===== src/rtl/if_fetch_pkg.sv =====
// Shared fetch-stage constants, state encoding and the F/D register layout.
package if_fetch_pkg;

    localparam logic [31:0] RESET_PC_DEF = 32'h0000_3000;
    localparam logic [31:0] IM_BASE_DEF  = 32'h0000_3000;
    localparam int          IM_WORDS_DEF = 4096;
    localparam logic [4:0]  EXC_ADEL     = 5'd4;

    typedef enum logic {
        FETCH = 1'b0,
        HOLD  = 1'b1
    } fetch_state_e;

    typedef struct packed {
        logic [31:0] instr;
        logic [31:0] pc;
        logic [31:0] pc4;
        logic        valid;
    } fd_reg_t;

endpackage


===== src/rtl/if_addr_check.sv =====
// Combinational AdEL detector: misaligned PC or PC outside the IM window.
module if_addr_check
    import if_fetch_pkg::*;
#(
    parameter logic [31:0] IM_BASE  = IM_BASE_DEF,
    parameter int          IM_WORDS = IM_WORDS_DEF
) (
    input  logic [31:0] i_pc,
    output logic        o_fault
);

    // 33-bit bound so a window ending at the top of the address space cannot wrap
    localparam logic [32:0] LAST = {1'b0, IM_BASE} + 33'(IM_WORDS) * 33'd4 - 33'd4;

    assign o_fault = (i_pc[1:0] != 2'b00) | (i_pc < IM_BASE) | ({1'b0, i_pc} > LAST);

endmodule


===== src/rtl/if_fetch.sv =====
// Instruction fetch stage: fetch PC, IM request/ready handshake, one-word skid
// buffer and F/D register. Optional AdEL checking under IF_ADDR_CHECK_EN.
module if_fetch
    import if_fetch_pkg::*;
#(
    parameter logic [31:0] RESET_PC = RESET_PC_DEF,
    parameter logic [31:0] IM_BASE  = IM_BASE_DEF,
    parameter int          IM_WORDS = IM_WORDS_DEF
) (
    input  logic        clk,
    input  logic        reset_n,
    input  logic        stall,
    input  logic        flush,
    input  logic [31:0] npc,
    output logic [31:0] pc,
    output logic        im_req,
    output logic [31:0] im_addr,
    input  logic        im_ready,
    input  logic [31:0] im_rdata,
    output logic [31:0] d_instr,
    output logic [31:0] d_pc,
    output logic [31:0] d_pc4,
    output logic        d_valid
`ifdef IF_ADDR_CHECK_EN
   ,output logic [4:0]  d_exc
`endif
);

    fetch_state_e r_state;
    logic         r_run;
    logic [31:0]  r_pc;
    logic [31:0]  r_buf;
    fd_reg_t      r_fd;
    logic         w_fault;
    logic         w_fetch;
    logic [31:0]  w_pc4;

    if (IM_BASE[1:0] != 2'b00 || IM_WORDS < 1) begin : g_bad_cfg
        $error("if_fetch: IM_BASE must be word aligned and IM_WORDS positive");
    end

    // r_run keeps im_req low until the first edge after reset is released
    assign w_fetch = r_run & (r_state == FETCH);
    assign w_pc4   = r_pc + 32'd4;
    assign im_req  = w_fetch & ~w_fault;
    assign im_addr = r_pc;
    assign pc      = r_pc;
    assign d_instr = r_fd.instr;
    assign d_pc    = r_fd.pc;
    assign d_pc4   = r_fd.pc4;
    assign d_valid = r_fd.valid;

`ifdef IF_ADDR_CHECK_EN
    logic [4:0] r_exc;

    if_addr_check #(
        .IM_BASE  (IM_BASE),
        .IM_WORDS (IM_WORDS)
    ) u_addr_check (
        .i_pc    (r_pc),
        .o_fault (w_fault)
    );

    assign d_exc = r_exc;
`else
    assign w_fault = 1'b0;
`endif

    always_ff @(posedge clk or negedge reset_n) begin
        if (!reset_n) begin
            r_state <= FETCH;
            r_run   <= 1'b0;
            r_pc    <= RESET_PC;
            r_buf   <= '0;
            r_fd    <= '0;
`ifdef IF_ADDR_CHECK_EN
            r_exc   <= '0;
`endif
        end else begin
            r_run <= 1'b1;
            if (flush) begin
                // Redirect wins: the outstanding request and any buffered word are dropped
                r_fd.instr <= '0;
                r_fd.valid <= 1'b0;
                r_pc       <= npc;
                r_buf      <= '0;
                r_state    <= FETCH;
`ifdef IF_ADDR_CHECK_EN
                r_exc      <= '0;
`endif
            end else if (r_state == HOLD) begin
                if (!stall) begin
                    r_fd    <= '{instr: r_buf, pc: r_pc, pc4: w_pc4, valid: 1'b1};
                    r_pc    <= npc;
                    r_state <= FETCH;
`ifdef IF_ADDR_CHECK_EN
                    r_exc   <= '0;
`endif
                end
            end else if (r_run) begin
                if (w_fault) begin
                    if (!stall) begin
                        r_fd  <= '{instr: 32'd0, pc: r_pc, pc4: w_pc4, valid: 1'b1};
                        r_pc  <= npc;
`ifdef IF_ADDR_CHECK_EN
                        r_exc <= EXC_ADEL;
`endif
                    end
                end else if (im_ready && !stall) begin
                    r_fd  <= '{instr: im_rdata, pc: r_pc, pc4: w_pc4, valid: 1'b1};
                    r_pc  <= npc;
`ifdef IF_ADDR_CHECK_EN
                    r_exc <= '0;
`endif
                end else if (im_ready) begin
                    r_buf   <= im_rdata;
                    r_state <= HOLD;
                end else if (!stall) begin
                    r_fd.instr <= '0;
                    r_fd.valid <= 1'b0;
`ifdef IF_ADDR_CHECK_EN
                    r_exc      <= '0;
`endif
                end
            end
        end
    end

endmodule

===== config.mk =====
export PLATFORM = sky130hd
export DESIGN_NAME = if_fetch
export DESIGN_NICKNAME = d
export VERILOG_FILES = /design/src/rtl/if_fetch_pkg.sv /design/src/rtl/if_addr_check.sv /design/src/rtl/if_fetch.sv
export SDC_FILE = /design/constraint.sdc
export NUM_CORES = 1
export LEC_CHECK = 0
export BUFFER_PORTS_ARGS = -buffer_cell sky130_fd_sc_hd__buf_2
export CAP_MARGIN = 20
export CORE_UTILIZATION = 50
export DETAILED_ROUTE_END_ITERATION = 10
export GPL_TIMING_DRIVEN = 0
export HOLD_SLACK_MARGIN = 0.12
export PLACE_DENSITY = 0.8
export SETUP_SLACK_MARGIN = 0.4
export SLEW_MARGIN = 25
export SYNTH_ARGS = -nofsm -noshare
export SYNTH_HDL_FRONTEND = slang
export SYNTH_SLANG_ARGS = --single-unit

===== constraint.sdc =====
create_clock -name clk -period 2.3 [get_ports clk]
set_clock_uncertainty 0.2 [all_clocks]
set_input_delay 0.23 -clock clk [delete_from_list [all_inputs] [get_ports clk]]
set_output_delay 0.23 -clock clk [all_outputs]
set_load 0.05 [all_outputs]

[Yosys cells after proc, flatten, opt, wreduce, memory -nomap -nowiden]
Cells that the tools add are included.
Operators by class
  reductions and logical operators: 12
  multiplexer cells: 28
  bitwise logic cells: 3
  add/subtract/negate cells: 1
  equal/unequal tests: 6
Operators by type and width (number)
  $mux 32: 14
  $mux 97: 3
  $mux 64: 1
  $add 32x3->32 const B: 1
  $reduce_and 4->1: 3
  $mux 1: 10
  $reduce_bool 2->1: 4
  $ne 2x2->1 const B: 3
  $reduce_bool 3->1: 2
  $ne 5x4->1 const B: 1
  $ne 4x2->1 const B: 1
  $ne 3x3->1 const B: 1
  $reduce_and 3->1: 1
  $not 1->1: 2
  $and 1x1->1: 1
  $logic_and 1x1->1: 1
  $logic_not 1->1: 1
Word-level totals
  input bits: 69
  word-level logic and storage cells: 58
  bits in registers: 163

[Depth between registers and ports, before layout]
  word-level depth: 6
  gate-level depth with buffers: 7
  mapped depth without buffers: 5

[Worst setup path after synthesis]
OpenSTA, ideal clock, no wires.
  kind: register to register
  start point: register r_pc[2] (netlist: im_addr[2])
  end point: register r_fd, in the netlist d_pc4[28]
  cell stages (with the launch flop): 7
  clock period less this slack: 2.540 ns
  arrival: 2.258 ns
  path slack: -0.240 ns
  path buffers: 1
  cells stage by stage: dfrtp_1 ha_1 nand3_1 or4_1 clkbuf_1 or4_1 a31oi_1
Between the ends
  longest elaborated chain between the ends: 4
  elaborated cells between the ends (all ways): 5
Ends and longest elaborated chain
  start: declaration: line if_fetch.sv:31  | logic [31:0] r_pc;
  start signal: assignment: line if_fetch.sv:85  | r_pc <= npc;
  start signal: assignment: line if_fetch.sv:94  | r_pc <= npc;
  start signal: assignment: line if_fetch.sv:104  | r_pc <= npc;
  $add 32x3->32 (*): line if_fetch.sv:44  | assign w_pc4 = r_pc + 32'd4;
  $mux 64: line if_fetch.sv:109  | end else if (im_ready && !stall) begin
  $mux 97: line if_fetch.sv:100  | end else if (r_run) begin
  $mux 97 (*): line if_fetch.sv:91  | end else if (r_state == HOLD) begin
  end signal: assignment: line if_fetch.sv:93  | r_fd <= '{instr: r_buf, pc: r_pc, pc4: w_pc4, valid: 1'b1};
  end signal: assignment: line if_fetch.sv:103  | r_fd <= '{instr: 32'd0, pc: r_pc, pc4: w_pc4, valid: 1'b1};
  end signal: assignment: line if_fetch.sv:110  | r_fd <= '{instr: im_rdata, pc: r_pc, pc4: w_pc4, valid: 1'b1};
  end: declaration: line if_fetch.sv:33  | fd_reg_t r_fd;
Every way passes the cells marked *; elsewhere a longest branch is shown, timed or not. The select of a mux whose other input is x is not followed.
A chain may end at the register's enable or synchronous reset.

[Final worst setup path]
  start point: register r_pc[12] (netlist: im_addr[12])
  end point: register r_fd, in the netlist d_pc4[23]
The elaborated chain is that of the path after synthesis.

==> results.md <==
- Setup repair after global routing could not meet its margin everywhere.
- For flop-to-flop paths, the worst setup slack is 0.02 ns.
- The combinational group share of total power is 31.6%.
- At the worst endpoint, the required time is approximately 2.5 ns.
- The initial cell density of the core is 51.87%.
- The core area is between 10000 and 15000 um2.
- The worst hold-check path type is in2async.
- The count of pins over their slew limit was 0.
- The number of design-rule violations left by the first detailed-router iteration is 481.
- In the global route stage, overall resource usage came out at 29.58%.
- The worst setup path is of the reg2reg kind.
- Summing all multi-input logic gate instances after layout gives 2580 um2.
- The H-tree depth is 4.
- Measured along the y axis, the die boundary spans 119.7 um.
- After detailed routing, the number of remaining DRC violations is 0.
- For this block, the routed nets add up to 21.03 mm of wire.
- The number of sinks driven by the clock tree is between 150 and 200.
- The minimum clock period after layout is 2.284 ns.
- The total number of yosys warnings is 0.
- The count of port buffers added during placement is about 230.
- The routability congestion estimate from global placement is ~0.85.
- The clock-pin slew on the worst setup and hold paths is 0.06 ns.
- The switching power is 3637 uW.
- The routed length on met1 is 8.437 mm.
- The most common cell in the netlist is sky130_fd_sc_hd__dfrtp_1.
- The number of buffers added by the clock tree synthesis step is 17.
- The kind of start point of the critical path is a register.
- The share of total power in the clock network is around a third.
- The biggest area consumer among synthesized cells is sky130_fd_sc_hd__dfrtp_1.
- The worst-case IR drop observed on VDD is 0.0007106 V.
- In this run the deepest clock path goes through 2 buffers.
- Sequential cells account for 36.2% of the total power.
- The final hold violation count is 0.
- The portion of the post-synthesis area used by sequential elements is between 50 and 60%.
- The length of routed met3 wiring is 1.470 mm.
- Setup violations remaining at the end of the flow were counted as 0.
- The root buffer cell is sky130_fd_sc_hd__clkbuf_16.
- In this run the static leakage power is 0.004995 uW.
- The peak clock frequency supported by timing is 437.8 MHz.
- The final-layout fill cell count is 895.
- The number of enable flip-flop cells after synthesis is 0.
- The peak fanout along the critical path is 8.
- The number of distinct library cells after synthesis is 38.
- The aggregate negative setup slack is 0 ns.
- The number of nets with antenna violations after detailed routing is 0.
- The sum of overflow across all layers after global routing is 0.
- The number of I/O pins is 231.
- The number of instances in the synthesized netlist is 664.
- Ranked by total cell area, the synthesized netlist is headed by sky130_fd_sc_hd__dfrtp_1 (57%), sky130_fd_sc_hd__nand2_1 (8.1%), sky130_fd_sc_hd__o21ai_0 (4.6%), sky130_fd_sc_hd__mux2_2 (4.4%), sky130_fd_sc_hd__a22o_1 (4.0%).
- In this run the biggest area consumer among cell types represents 57.47% of the synthesized area.
- Cells fill 76.00% of the core in the end.
- The area overhead of the layout relative to synthesis is 46.54%.
- The commonest cells after synthesis are sky130_fd_sc_hd__dfrtp_1 (159), sky130_fd_sc_hd__nand2_1 (150), sky130_fd_sc_hd__o21ai_0 (63).
- The final setup slack of the worst path is approximately 0.016 ns.
- The area enclosed by the die boundary is 14320 um2.
- Net switching is 37.73% of the power.
- The number of antenna violations at the first check in global routing is 0.
- Prior to clock tree synthesis, the placed netlist has a worst setup slack of -0.05054 ns.
- The number of nets produced by synthesis is 734.
- The data arrival at the endpoint of the critical path is 2.43 ns.
- The repair_antennas step left the layout with diodes totalling 0.
- The internal portion of the total power is 6004 uW.
- For the pin with the worst max-slew slack, the measured transition is roughly 0.53 ns.
- After synthesis, the share of flip-flops with an asynchronous set or reset is 100.0%.
- The headroom to the max-slew limit is 64.37%.
- The number of nets in the layout is 1072.
- The worst setup path is captured at a register.
- The final routed wire length divided by cell count is 17.66 um.
- The first global-routing pass estimated 32.75 mm of wire.
- From left edge to right edge, the die measures 119.7 um.
- The sequential cells in the finished layout cover a total of 4066 um2.
- The power density over the cells is 950.3 nW/um2.
- The portion of the clock cycle consumed by the worst path in the final layout is a little under 100%.
- Before antenna repair, the detailed router went through 5 iterations.
- The detailed-route via count is 6513.
- Clock latency on the worst-skew pair, taken at its later pin, is between 0.4 and 0.5 ns.
- The met2 wire length is 10.67 mm.
- The cell area that synthesis handed to floorplanning was 6923 um2.
- After routing the design area is 10140 um2.
- After detailed routing, no signal wire sits above met4.
- The max-capacitance violation count is 0.
- The number of rows in the core area is 42.
- In this run, synthesis produced a sequential element count of between 150 and 200.
- The post-synthesis area per instance is 10.43 um2.
- The via count of the first global-routing pass was about 6400.
- The run finished with clean final reports.
- The half-perimeter wire length after detailed placement is 12.88 mm.
- The via density per instance is 5.469.
- The fraction of layout instances using a drive strength above 1 is 42.17%.
- Entering global routing, the biggest net connects 96 pins.
- TritonCTS built the clock tree.
- Once placement finished, the instance area stood at 8416 um2.
- The leading register cell type out of synthesis is sky130_fd_sc_hd__dfrtp_1.
-- placed cells by master, fill, tap and decap left out, types with 3 or more instances in the layout --
cell	n
sky130_fd_sc_hd__buf_2	228
sky130_fd_sc_hd__nand2_1	150
sky130_fd_sc_hd__dfrtp_1	137
sky130_fd_sc_hd__dlygate4sd3_1	67
sky130_fd_sc_hd__buf_4	58
sky130_fd_sc_hd__o21ai_0	57
sky130_fd_sc_hd__a22oi_1	32
sky130_fd_sc_hd__a22o_1	32
sky130_fd_sc_hd__mux2_2	27
sky130_fd_sc_hd__dfrtp_2	22
sky130_fd_sc_hd__nor2_1	18
sky130_fd_sc_hd__clkbuf_16	17
sky130_fd_sc_hd__a31oi_1	15
sky130_fd_sc_hd__clkbuf_2	14
sky130_fd_sc_hd__clkbuf_1	13
sky130_fd_sc_hd__clkbuf_4	11
sky130_fd_sc_hd__or3_1	8
sky130_fd_sc_hd__xnor2_1	7
sky130_fd_sc_hd__nand3_1	6
sky130_fd_sc_hd__or4_4	6
sky130_fd_sc_hd__inv_1	5
sky130_fd_sc_hd__buf_8	5
sky130_fd_sc_hd__buf_6	5
sky130_fd_sc_hd__o31ai_1	5
sky130_fd_sc_hd__or4_1	5
sky130_fd_sc_hd__xor2_1	5
sky130_fd_sc_hd__bufinv_16	5
sky130_fd_sc_hd__nand4_1	4
sky130_fd_sc_hd__o21ai_1	4
sky130_fd_sc_hd__clkinv_2	4
sky130_fd_sc_hd__clkbuf_8	3
sky130_fd_sc_hd__nand3_2	3
sky130_fd_sc_hd__and3_1	3
-- power by group through the flow --
stage / combinational, uW / clock [uW] / sequential (uW)
floorplan: 840 / 0 / 4710
global route: 3190 / 3250 / 3530
finish: 3050 / 3100 / 3490
global placement: 2730 / 0 / 3540
detailed placement: 2770 / 0 / 3550
CTS: 2970 / 3120 / 3480
-- routing by layer --
layer | vias up | track usage, %
met1 | 3176 | 36.42
met2 | 325 | 50.25
met4 | 0 | 12.42
li1 | 2970 | -
met3 | 42 | 6.511
met5 | - | 0
-- flip-flops by register name (all words and copies together), names as in the netlist --
name and count:
d_pc 32, im_addr 32, r_run 1, r_state 1, d_instr 32, r_buf 32
d_pc4 30, d_valid 1
-- final cells by class --
| type | count | share of cell area (%) |
|---|---|---|
| flip-flops and latches | 161 | 40.08 |
| multi-input cells | 416 | 25.43 |
| repair buffers | 319 | 20.29 |
| plain buffers | 82 | 5.476 |
| clock buffers | 21 | 4.539 |
| well taps | 176 | 2.171 |
| clock inverters | 11 | 1.825 |
| inverters | 5 | 0.1850 |
-- timing repair --
| item | in CTS | in global routing |
|---|---|---|
| gates cloned | 1 | 0 |
| hold endpoints to repair | 256 | 0 |
| endpoints found under the setup margin | 117 | 139 |
| gates resized for setup | 37 | 70 |
| hold buffers | 67 | 0 |
| pin swaps | 11 | 9 |
| setup buffers | 15 | 7 |
-- through the flow --
stage	hold WS, ns	total power, uW	cells
finish	0.1394	9641	1191
global route	0.1746	9976	1191
CTS	0.1633	9570	1184
detailed placement	0.01356	6322	1069
global placement	0.2365	6274	1068
floorplan	-0.2656	5554	664
-- path summary, 6_finish.rpt --
check	from	end	depth (start not counted)
min	reset_n	r_buf[28]	2
max	im_addr[12]	d_pc4[23]	5
min reg2reg	d_pc[18]	d_pc[18]	2
min in group clk	im_ready	d_instr[30]	4
max reg2reg	im_addr[12]	d_pc4[23]	5
max in group asynchronous	reset_n	im_addr[22]	3
-- cells by family (layout without fill, tap and decap cells) --
group                      after synthesis  in the layout  share of synthesized area (%)
and+or+nand+nor                        220            220                          14.04
DFF                                    161            161                          58.23
AOI/OAI and AO/OA                      154            154                          14.71
buffers and inverters                   87            438                          6.723
muxes                                   28             28                          4.536
xor gates and xnor gates                12             12                          1.518
adders and majority gates                1              1                         0.1807
other                                    1              1                        0.05417
-- critical path, cell delays in order, from the launching register on --
cell and delay [ns]:
sky130_fd_sc_hd__dfstp_4 0.64, sky130_fd_sc_hd__nand3_4 0.08, sky130_fd_sc_hd__or4_4 0.50, sky130_fd_sc_hd__buf_6 0.15, sky130_fd_sc_hd__or4_1 0.47, sky130_fd_sc_hd__a31oi_1 0.17
Note: power is estimated with default switching activity, not from simulation.
